### src/rtl/iface_bus_arbiter.sv
// Round-robin arbiter sharing one DW-bit bus between NREQ requesters.
// Optional burst mode (grant held until last/MAX_BURST) is enabled by IFACE_ARB_BURST_EN.
module iface_bus_arbiter #(
    parameter int unsigned NREQ      = 4,
    parameter int unsigned DW        = 8,
    parameter int unsigned MAX_BURST = 4
) (
    input  logic                          clk,
    input  logic                          rst_n,
    input  logic [NREQ-1:0]               req,
    input  logic [NREQ-1:0]               last,
    input  logic [NREQ*DW-1:0]            wdata,
    output logic [NREQ-1:0]               gnt,
    output logic [$clog2(NREQ)-1:0]       owner,
    output logic [DW-1:0]                 bus_data,
    output logic                          bus_valid,
    input  logic                          bus_ready,
    output logic                          busy
);

    localparam int unsigned OW = $clog2(NREQ);

    typedef enum logic {
        IDLE = 1'b0,
        XFER = 1'b1
    } state_e;

    state_e              state_q, state_d;
    logic [OW-1:0]       owner_q, owner_d;
    logic [NREQ-1:0]     gnt_q, gnt_d;
    logic [OW-1:0]       rr_ptr_q, rr_ptr_d;

`ifdef IFACE_ARB_BURST_EN
    localparam int unsigned CW = $clog2(MAX_BURST + 1);
    logic [CW-1:0]       cnt_q, cnt_d;
`else
    logic                unused_last;
    assign unused_last = ^last;
`endif

    // First requester at or after ptr, wrapping modulo NREQ.
    function automatic logic [OW-1:0] pick_f(input logic [NREQ-1:0] mask,
                                             input logic [OW-1:0]   ptr);
        logic [OW-1:0] sel;
        logic          found;
        int unsigned   idx;
        sel   = '0;
        found = 1'b0;
        for (int unsigned k = 0; k < NREQ; k++) begin
            idx = 32'(ptr) + k;
            if (idx >= NREQ) idx = idx - NREQ;
            if (!found && mask[OW'(idx)]) begin
                sel   = OW'(idx);
                found = 1'b1;
            end
        end
        return sel;
    endfunction

    function automatic logic [NREQ-1:0] onehot_f(input logic [OW-1:0] idx);
        return NREQ'(1) << idx;
    endfunction

    function automatic logic [OW-1:0] next_idx_f(input logic [OW-1:0] idx);
        return (idx == OW'(NREQ - 1)) ? '0 : OW'(idx + 1'b1);
    endfunction

    logic            beat;
    logic            rel;
    logic [OW-1:0]   sel;
    logic [OW-1:0]   ptr_nxt;
    logic [NREQ-1:0] mask;

    // Next-state, grant handover and bus mux.
    always_comb begin
        state_d   = state_q;
        owner_d   = owner_q;
        gnt_d     = gnt_q;
        rr_ptr_d  = rr_ptr_q;
`ifdef IFACE_ARB_BURST_EN
        cnt_d     = cnt_q;
`endif
        bus_valid = 1'b0;
        bus_data  = '0;
        beat      = 1'b0;
        rel       = 1'b0;
        sel       = '0;
        ptr_nxt   = next_idx_f(owner_q);
        mask      = req & ~onehot_f(owner_q);

        case (state_q)
            IDLE: begin
                if (|req) begin
                    sel     = pick_f(req, rr_ptr_q);
                    state_d = XFER;
                    owner_d = sel;
                    gnt_d   = onehot_f(sel);
                end
            end
            XFER: begin
                bus_valid = req[owner_q];
                bus_data  = wdata[32'(owner_q)*DW +: DW];
                beat      = bus_valid & bus_ready;
`ifdef IFACE_ARB_BURST_EN
                rel       = beat & (last[owner_q] | (cnt_q == CW'(MAX_BURST - 1)));
`else
                rel       = beat;
`endif
                // A withdrawn owner is retired exactly like a release, minus the beat.
                if (rel || !req[owner_q]) begin
                    rr_ptr_d = ptr_nxt;
`ifdef IFACE_ARB_BURST_EN
                    cnt_d    = '0;
`endif
                    if (|mask) begin
                        sel     = pick_f(mask, ptr_nxt);
                        owner_d = sel;
                        gnt_d   = onehot_f(sel);
                    end else begin
                        state_d = IDLE;
                        gnt_d   = '0;
                    end
                end
`ifdef IFACE_ARB_BURST_EN
                else if (beat) begin
                    cnt_d = CW'(cnt_q + 1'b1);
                end
`endif
            end
            default: state_d = IDLE;
        endcase
    end

    always_ff @(posedge clk or negedge rst_n) begin
        if (!rst_n) begin
            state_q  <= IDLE;
            owner_q  <= '0;
            gnt_q    <= '0;
            rr_ptr_q <= '0;
`ifdef IFACE_ARB_BURST_EN
            cnt_q    <= '0;
`endif
        end else begin
            state_q  <= state_d;
            owner_q  <= owner_d;
            gnt_q    <= gnt_d;
            rr_ptr_q <= rr_ptr_d;
`ifdef IFACE_ARB_BURST_EN
            cnt_q    <= cnt_d;
`endif
        end
    end

    assign gnt   = gnt_q;
    assign owner = owner_q;
    assign busy  = (state_q == XFER);

endmodule

### config.mk
export PLATFORM = sky130hd
export DESIGN_NAME = iface_bus_arbiter
export DESIGN_NICKNAME = d
export VERILOG_FILES = /design/src/rtl/iface_bus_arbiter.sv
export SDC_FILE = /design/constraint.sdc
export NUM_CORES = 1
export LEC_CHECK = 0
export ABC_CLOCK_PERIOD_IN_PS = 1800
export BUFFER_PORTS_ARGS = -buffer_cell sky130_fd_sc_hd__buf_2
export CELL_PAD_IN_SITES_DETAIL_PLACEMENT = 1
export CELL_PAD_IN_SITES_GLOBAL_PLACEMENT = 1
export CORE_UTILIZATION = 29
export CTS_CLUSTER_SIZE = 20
export DETAILED_ROUTE_END_ITERATION = 10
export PLACE_DENSITY = 0.82
export SLEW_MARGIN = 10
export SYNTH_ARGS = -nofsm -noshare
export SYNTH_HDL_FRONTEND = slang
export SYNTH_SLANG_ARGS = --single-unit
export TNS_END_PERCENT = 50
### constraint.sdc
create_clock -name clk -period 1.8 [get_ports clk]
set_input_delay 0.27 -clock clk [delete_from_list [all_inputs] [get_ports clk]]
set_output_delay 0.27 -clock clk [all_outputs]
set_load 0.02 [all_outputs]
==> metrics.cfg, run 1 <==
[worst_setup_path]
endpoint_kind = primary output
critPathCapture = bus_data[5]
critPathLaunch = owner[0]$_DFFE_PN0P_
crit_type = reg2out
startpoint_type = register
critical_path_arrival_ns = 1.64
ff2ff_setup_slack_ns = -0.03
r2r_end = gnt[1]$_DFFE_PN0P_
timing.rr.start = owner[0]$_DFFE_PN0P_
reg2reg_depth = 7
required_ns = 1.53
path_max_fanout = 8

[synthesis]
synth_edf_count = 0
syn_avg_cell_area_um2 = 9.83
synth_compound_area_share_pct = 27.4
synth_top_family_by_area = compound AO/OA/AOI/OAI gates
syn_nets = 160
synthXorXnorAreaFrac_pct = 0
ys.flop_type = dfrtp_1
synth-simple-area-share_pct = 19.7
synthAdderAreaFrac_pct = 4.50
syn_area_mm2 = 0.00111
synth_warnings = 0
yosysUniqueCellTypes = 46
synth.area.top_cells = dfrtp_1, mux4_2, and2_1
synth_top_area_share_pct = 20.3
synth.area.mux_share_pct = 22.2
async_flop_share_pct = 100
ys_ff_latch = 9
seq_area_frac_synth_pct = 20.3
synth_cells = 113
synth_top_area_cell = dfrtp_1

[place]
place_area_mm2 = 0.00154
port_buffers = 54
dp_hpwl_um = 3010
dp_cells = 218
place_congestion = 0.887

[clock_tree]
cts-root-buf = clkbuf_8
cts_tree = done
cts-buffers-inserted = 3
clk_pin_slew_worst_paths_ns = 0.04
clk_latency_ns = 0.23
clockBufferDepth = 2
cts_sinks = 9
ctsHtreeMaxLevel = 1

[floorplanning]
io_pins = 59
rows = 22
dieHeight_um = 63.9
dieWidth_um = 63.9
initial_utilization_pct = 30.3
dieArea_mm2 = 0.00408
design.core.area_mm2 = 0.00366

[sta]
max_slew_margin_pct = 68.3
rsz0062_at_grt = true
setup_viol = 13
period_minus_slack_ns = 1.91
holdWs_ns = 0.427
fin_skew_ns = 0.00159
hold_viol = 0
fin_tns_setup_ns = -0.840
worst_slack_ns = -0.110
slew_viol_final = 0
fmax_mhz = 524
worst_pin_slew_ns = 0.471
timing.final.crit_share_pct = 106

[power]
seqPwrFrac_pct = 12.4
power_density_mw_per_mm2 = 1960
p_clk_share_pct = 6.8
switchingPower_mw = 1.53
swShare_pct = 44.2
irDropWorstVdd_mv = 0.843
p_int_mw = 1.92
power_leakage_nw = 0.775
combPwrFrac_pct = 80.8

[layout]
syn_to_final_growth_pct = 58.4
n_antenna_cell = 0
final_cell_mix = buf_2, buf_4, buf_6
seqCellArea_um2 = 228
multi_input_area_um2 = 943
final_common_cell = buf_2
layout.nets = 226
fin_area_mm2 = 0.00176
drive_gt1_share_pct = 62.9
finalCoreUtilization_pct = 48.1
final.fill_count = 442
instances_no_fill = 226

[grt]
antenna_found_initial = 0
grt_pass1_vias = 1301
overflow = 0
grt_max_degree = 13
grt_usage_pct = 18.5
grt_first_pass_wirelength_um = 5940

[route]
drt_iter0_drc = 14
viasPerCell = 5.59
wire_per_inst_um = 17.1
wirelength_um = 3880
drcViolationCount = 0
drt_first_pass_iters = 4
vias = 1264
ant_nets = 0

[status]
violations = negative setup slack
outcome = finished, violations left

[flow_run]
max_cap_violations = 0

[worst_hold_path]
hp-class = in2async

[power by group through the flow]
stage	clock network, mW	logic [mW]	registers [mW]
final	0.235	2.79	0.426
after floorplan	0	1.60	0.453
after global routing	0.254	2.97	0.439
after global placement	0	2.18	0.411
after detailed placement	0	2.24	0.420
after CTS	0.246	2.63	0.423
[synth_stat cells, types with 2 or more instances]
| library cell | instances |
|---|---|
| a211o_1 | 2 |
| a211oi_1 | 2 |
| a21oi_1 | 3 |
| and2_1 | 10 |
| buf_2 | 2 |
| buf_4 | 2 |
| buf_6 | 2 |
| dfrtp_1 | 9 |
| ha_1 | 4 |
| inv_1 | 4 |
| mux2i_1 | 4 |
| mux4_2 | 8 |
| nand2_1 | 2 |
| nand2b_1 | 5 |
| nor2_1 | 4 |
| nor2b_1 | 2 |
| nor3_1 | 3 |
| nor3b_1 | 2 |
| o21a_1 | 2 |
| o21ai_0 | 10 |
| o221ai_1 | 4 |
| o221ai_2 | 2 |
| o31a_1 | 2 |
[what timing repair did]
| action | CTS | global route |
|---|---|---|
| hold endpoints to repair | 9 | 0 |
| buffers inserted | 2 | 1 |
| pin swaps | 11 | 5 |
| hold buffers | 1 | 0 |
| endpoints found under the setup margin | 16 | 16 |
| resized for setup | 34 | 10 |
[worst min-delay path by stage]
stage | startpoint | endpoint | cells after the start
global placement | rst_n | gnt[3]$_DFFE_PN0P_ | 1
global route | rst_n | gnt[0]$_DFFE_PN0P_ | 2
floorplan | rst_n | busy$_DFF_PN0_ | 0
finish | rst_n | rr_ptr_q[0]$_DFFE_PN0P_ | 2
detailed placement | rst_n | gnt[3]$_DFFE_PN0P_ | 1
CTS | rst_n | gnt[2]$_DFFE_PN0P_ | 2
[routing by layer]
metal / vias to the layer above / GRT usage [%] / share of wire, %
met3: 8 / 5.00 / 9.2
met4: 0 / 5.40 / 1.7
li1: 579 / - / -
met2: 66 / 34.7 / 51
met5: - / 0 / 0
met1: 611 / 19.9 / 38
[cell type report]
class,instances,share of cell area (%)
well taps,48,3.41
flip-flops and latches,9,12.9
clock buffers,4,2.56
repair buffers,68,26.2
inverters,4,1.28
multi-input cells,93,53.6
[registers in the layout, summed over array words and instances (netlist names)]
signal	count
gnt	4
busy	1
rr_ptr_q	2
owner	2
[critical path: stages (launching register included)]
cell,delay (ns)
dfrtp_2,0.44
buf_8,0.17
mux4_2,0.51
and2_4,0.16
buf_6,0.12
[logic make-up (layout without fill, tap and decap cells)]
| group | after synthesis | after routing |
|---|---|---|
| AO/OA/AOI/OAI | 39 | 39 |
| AND/OR/NAND/NOR | 36 | 36 |
| adder cells (fa/ha/maj) | 4 | 4 |
| flip-flops | 9 | 9 |
| buffers and inverters | 11 | 76 |
| multiplexers | 14 | 14 |
[through the flow]
stage,total power [mW],worst slack [ns]
after floorplan,2.05,-0.0483
after global placement,2.59,-0.0204
after detailed placement,2.66,-0.0692
after CTS,3.30,-0.106
after global routing,3.66,-0.147
final,3.45,-0.110
Note: power is estimated with default switching activity, not from simulation.
==> run 2, diff against run 1 <==
ABC_CLOCK_PERIOD_IN_PS = 1820   (was 1800)
CORE_UTILIZATION = 32   (was 29)
PLACE_DENSITY = 0.85   (was 0.82)
clock period = 1.82 ns   (was 1.8 ns; I/O delays follow)
==> metrics.cfg, run 2 (synthesis gave the netlist of run 1 again) <==
[worst_setup_path]
slowest_stage = mux4_2
crit_chain = buf_8 > mux4_2 > and2_4 > buf_6
critPathBufInv = 2  ; unchanged
path_max_fanout = 6  ; -2
slowest_delay_ns = 0.52  ; about the same
critical_path_arrival_ns = 1.69  ; +0.05 ns
timing.rr.start = owner[0]$_DFFE_PN0P_
endpoint_kind = primary output
crit_type = reg2out
crit_family = multiplexers
required_ns = 1.55  ; +0.02 ns
critPathLaunch = owner[0]$_DFFE_PN0P_
reg2reg_depth = 6  ; -1
startpoint_type = register
crit_cells = 4  ; unchanged

[sta]
worst_slack_ns = -0.139  ; -0.0293 ns
period_minus_slack_ns = 1.96
max_slew_margin_pct = 63.8  ; -4.5 points
rsz0062_at_grt = true
timing.final.crit_share_pct = 108
worst_pin_slew_ns = 0.538  ; +0.0674 ns
setup_viol = 15  ; +2
slew_viol_final = 0  ; unchanged
fmax_mhz = 510
holdWs_ns = 0.379  ; -0.0480 ns
hold_viol = 0  ; unchanged
fin_tns_setup_ns = -1.39  ; -0.553 ns
fin_skew_ns = 0.000702  ; -0.000887 ns

[place]
place_congestion = 0.893  ; +0.73%
place_area_mm2 = 0.00153  ; -0.49%
place_ws_ns = -0.0979  ; -0.0287 ns
port_buffers = 54  ; unchanged
dp_hpwl_um = 3270  ; +8.6%

[power]
power_density_mw_per_mm2 = 2030  ; +3.5%
irDropWorstVdd_mv = 0.831  ; -1.4%
power_leakage_nw = 0.808  ; +4.3%

[layout]
layout.nets = 232  ; +2.7%
largest_register_ffs = 4  ; unchanged
drive_gt1_share_pct = 66.8  ; +3.9 points
multi_input_area_um2 = 995  ; +5.4%
seqCellArea_um2 = 228  ; unchanged
final.fill_count = 376  ; -15%
finalCoreUtilization_pct = 55.0  ; +7.0 points
n_antenna_cell = 0  ; unchanged
syn_to_final_growth_pct = 65.3
final_common_cell = buf_2
fin_area_mm2 = 0.00184  ; +4.3%
final_cell_mix = buf_2, buf_4, buf_6

[clock_tree]
clk_latency_ns = 0.27  ; +0.04 ns
cts-root-buf = clkbuf_4
cts_tree = done
clk_pin_slew_worst_paths_ns = 0.07  ; +0.03 ns
clockBufferDepth = 2  ; unchanged
cts-buffers-inserted = 3  ; unchanged
ctsHtreeMaxLevel = 1  ; unchanged
cts_sinks = 9  ; unchanged

[floorplanning]
initial_utilization_pct = 33.3  ; +2.9 points
dieWidth_um = 60.9  ; -4.6%
rows = 21  ; -4.5%
design.core.area_mm2 = 0.00334  ; -8.9%
io_pins = 59  ; unchanged
dieHeight_um = 60.9  ; -4.6%
dieArea_mm2 = 0.00371  ; -9.1%

[route]
wire_per_inst_um = 20.6  ; +20%
drt_first_pass_iters = 4  ; unchanged
ant_nets = 0  ; unchanged
viasPerCell = 5.88  ; +5.1%
wirelength_um = 4750  ; +23%
drcViolationCount = 0  ; unchanged
vias = 1352  ; +7.0%
drt_iter0_drc = 35  ; +21

[status]
violations = negative setup slack
outcome = finished, violations left

[grt]
antenna_found_initial = 0  ; unchanged
grt_max_degree = 13  ; unchanged
grt_first_pass_wirelength_um = 6470  ; +8.8%
grt_usage_pct = 24.3  ; +5.8 points
grt_pass1_vias = 1350  ; +3.8%
overflow = 0  ; unchanged

[flow_run]
max_cap_violations = 0  ; unchanged

[worst_hold_path]
hp-class = in2async

==> run 2: cell types whose count changed in the layout (fill, tap and decap cells not counted), sizes merged <==
cell / previous run / this run
buf: 67 / 72
clkbuf: 4 / 5
==> run 2: layout make-up <==
class	count	share of cell area [%]
Multi-Input combinational cell	93	54.2
Timing Repair Buffer	74	27.7
Sequential cell	9	12.4
Tap cell	46	3.13
Clock buffer	4	1.43
Inverter	4	1.23
==> run 2: power by group <==
part	switching, mW	leakage (nW)	internal [mW]	total [mW]
clock network	0.0828	0.0150	0.0848	0.168
logic	1.50	0.686	1.62	3.13
registers	0.128	0.107	0.299	0.427
total	1.71	0.808	2.01	3.72
==> run 2: final timing paths <==
check,endpoint,slack [ns]
max,bus_data[0],-0.14
min,gnt[3]$_DFFE_PN0P_,0.38
max reg2reg,gnt[1]$_DFFE_PN0P_,-0.08
min reg2reg,gnt[3]$_DFFE_PN0P_,0.55
max in group asynchronous,owner[1]$_DFFE_PN0P_,1.24
min in group clk,rr_ptr_q[0]$_DFFE_PN0P_,0.46
==> run 2: what timing repair did <==
action / in CTS / in global routing
setup buffers: 2 / 5
resized for setup: 33 / 23
hold buffers: 1 / 0
gates cloned: 1 / 0
pin swaps: 11 / 9
endpoints found under the setup margin: 15 / 16
endpoints found under the hold margin: 9 / 0
==> run 2: per-stage QoR <==
step | cells | power (mW)
floorplan | 113 | 2.03
global route | 230 | 3.91
global placement | 217 | 2.55
detailed placement | 217 | 2.66
finish | 230 | 3.72
CTS | 225 | 3.26
==> run 2: routing by layer <==
layer  routed length, um  global-route usage (%)
met1                1850                    26.1
met4                  95                    5.19
met3                 344                    3.84
met2                2460                    49.0
met5                   0                       0
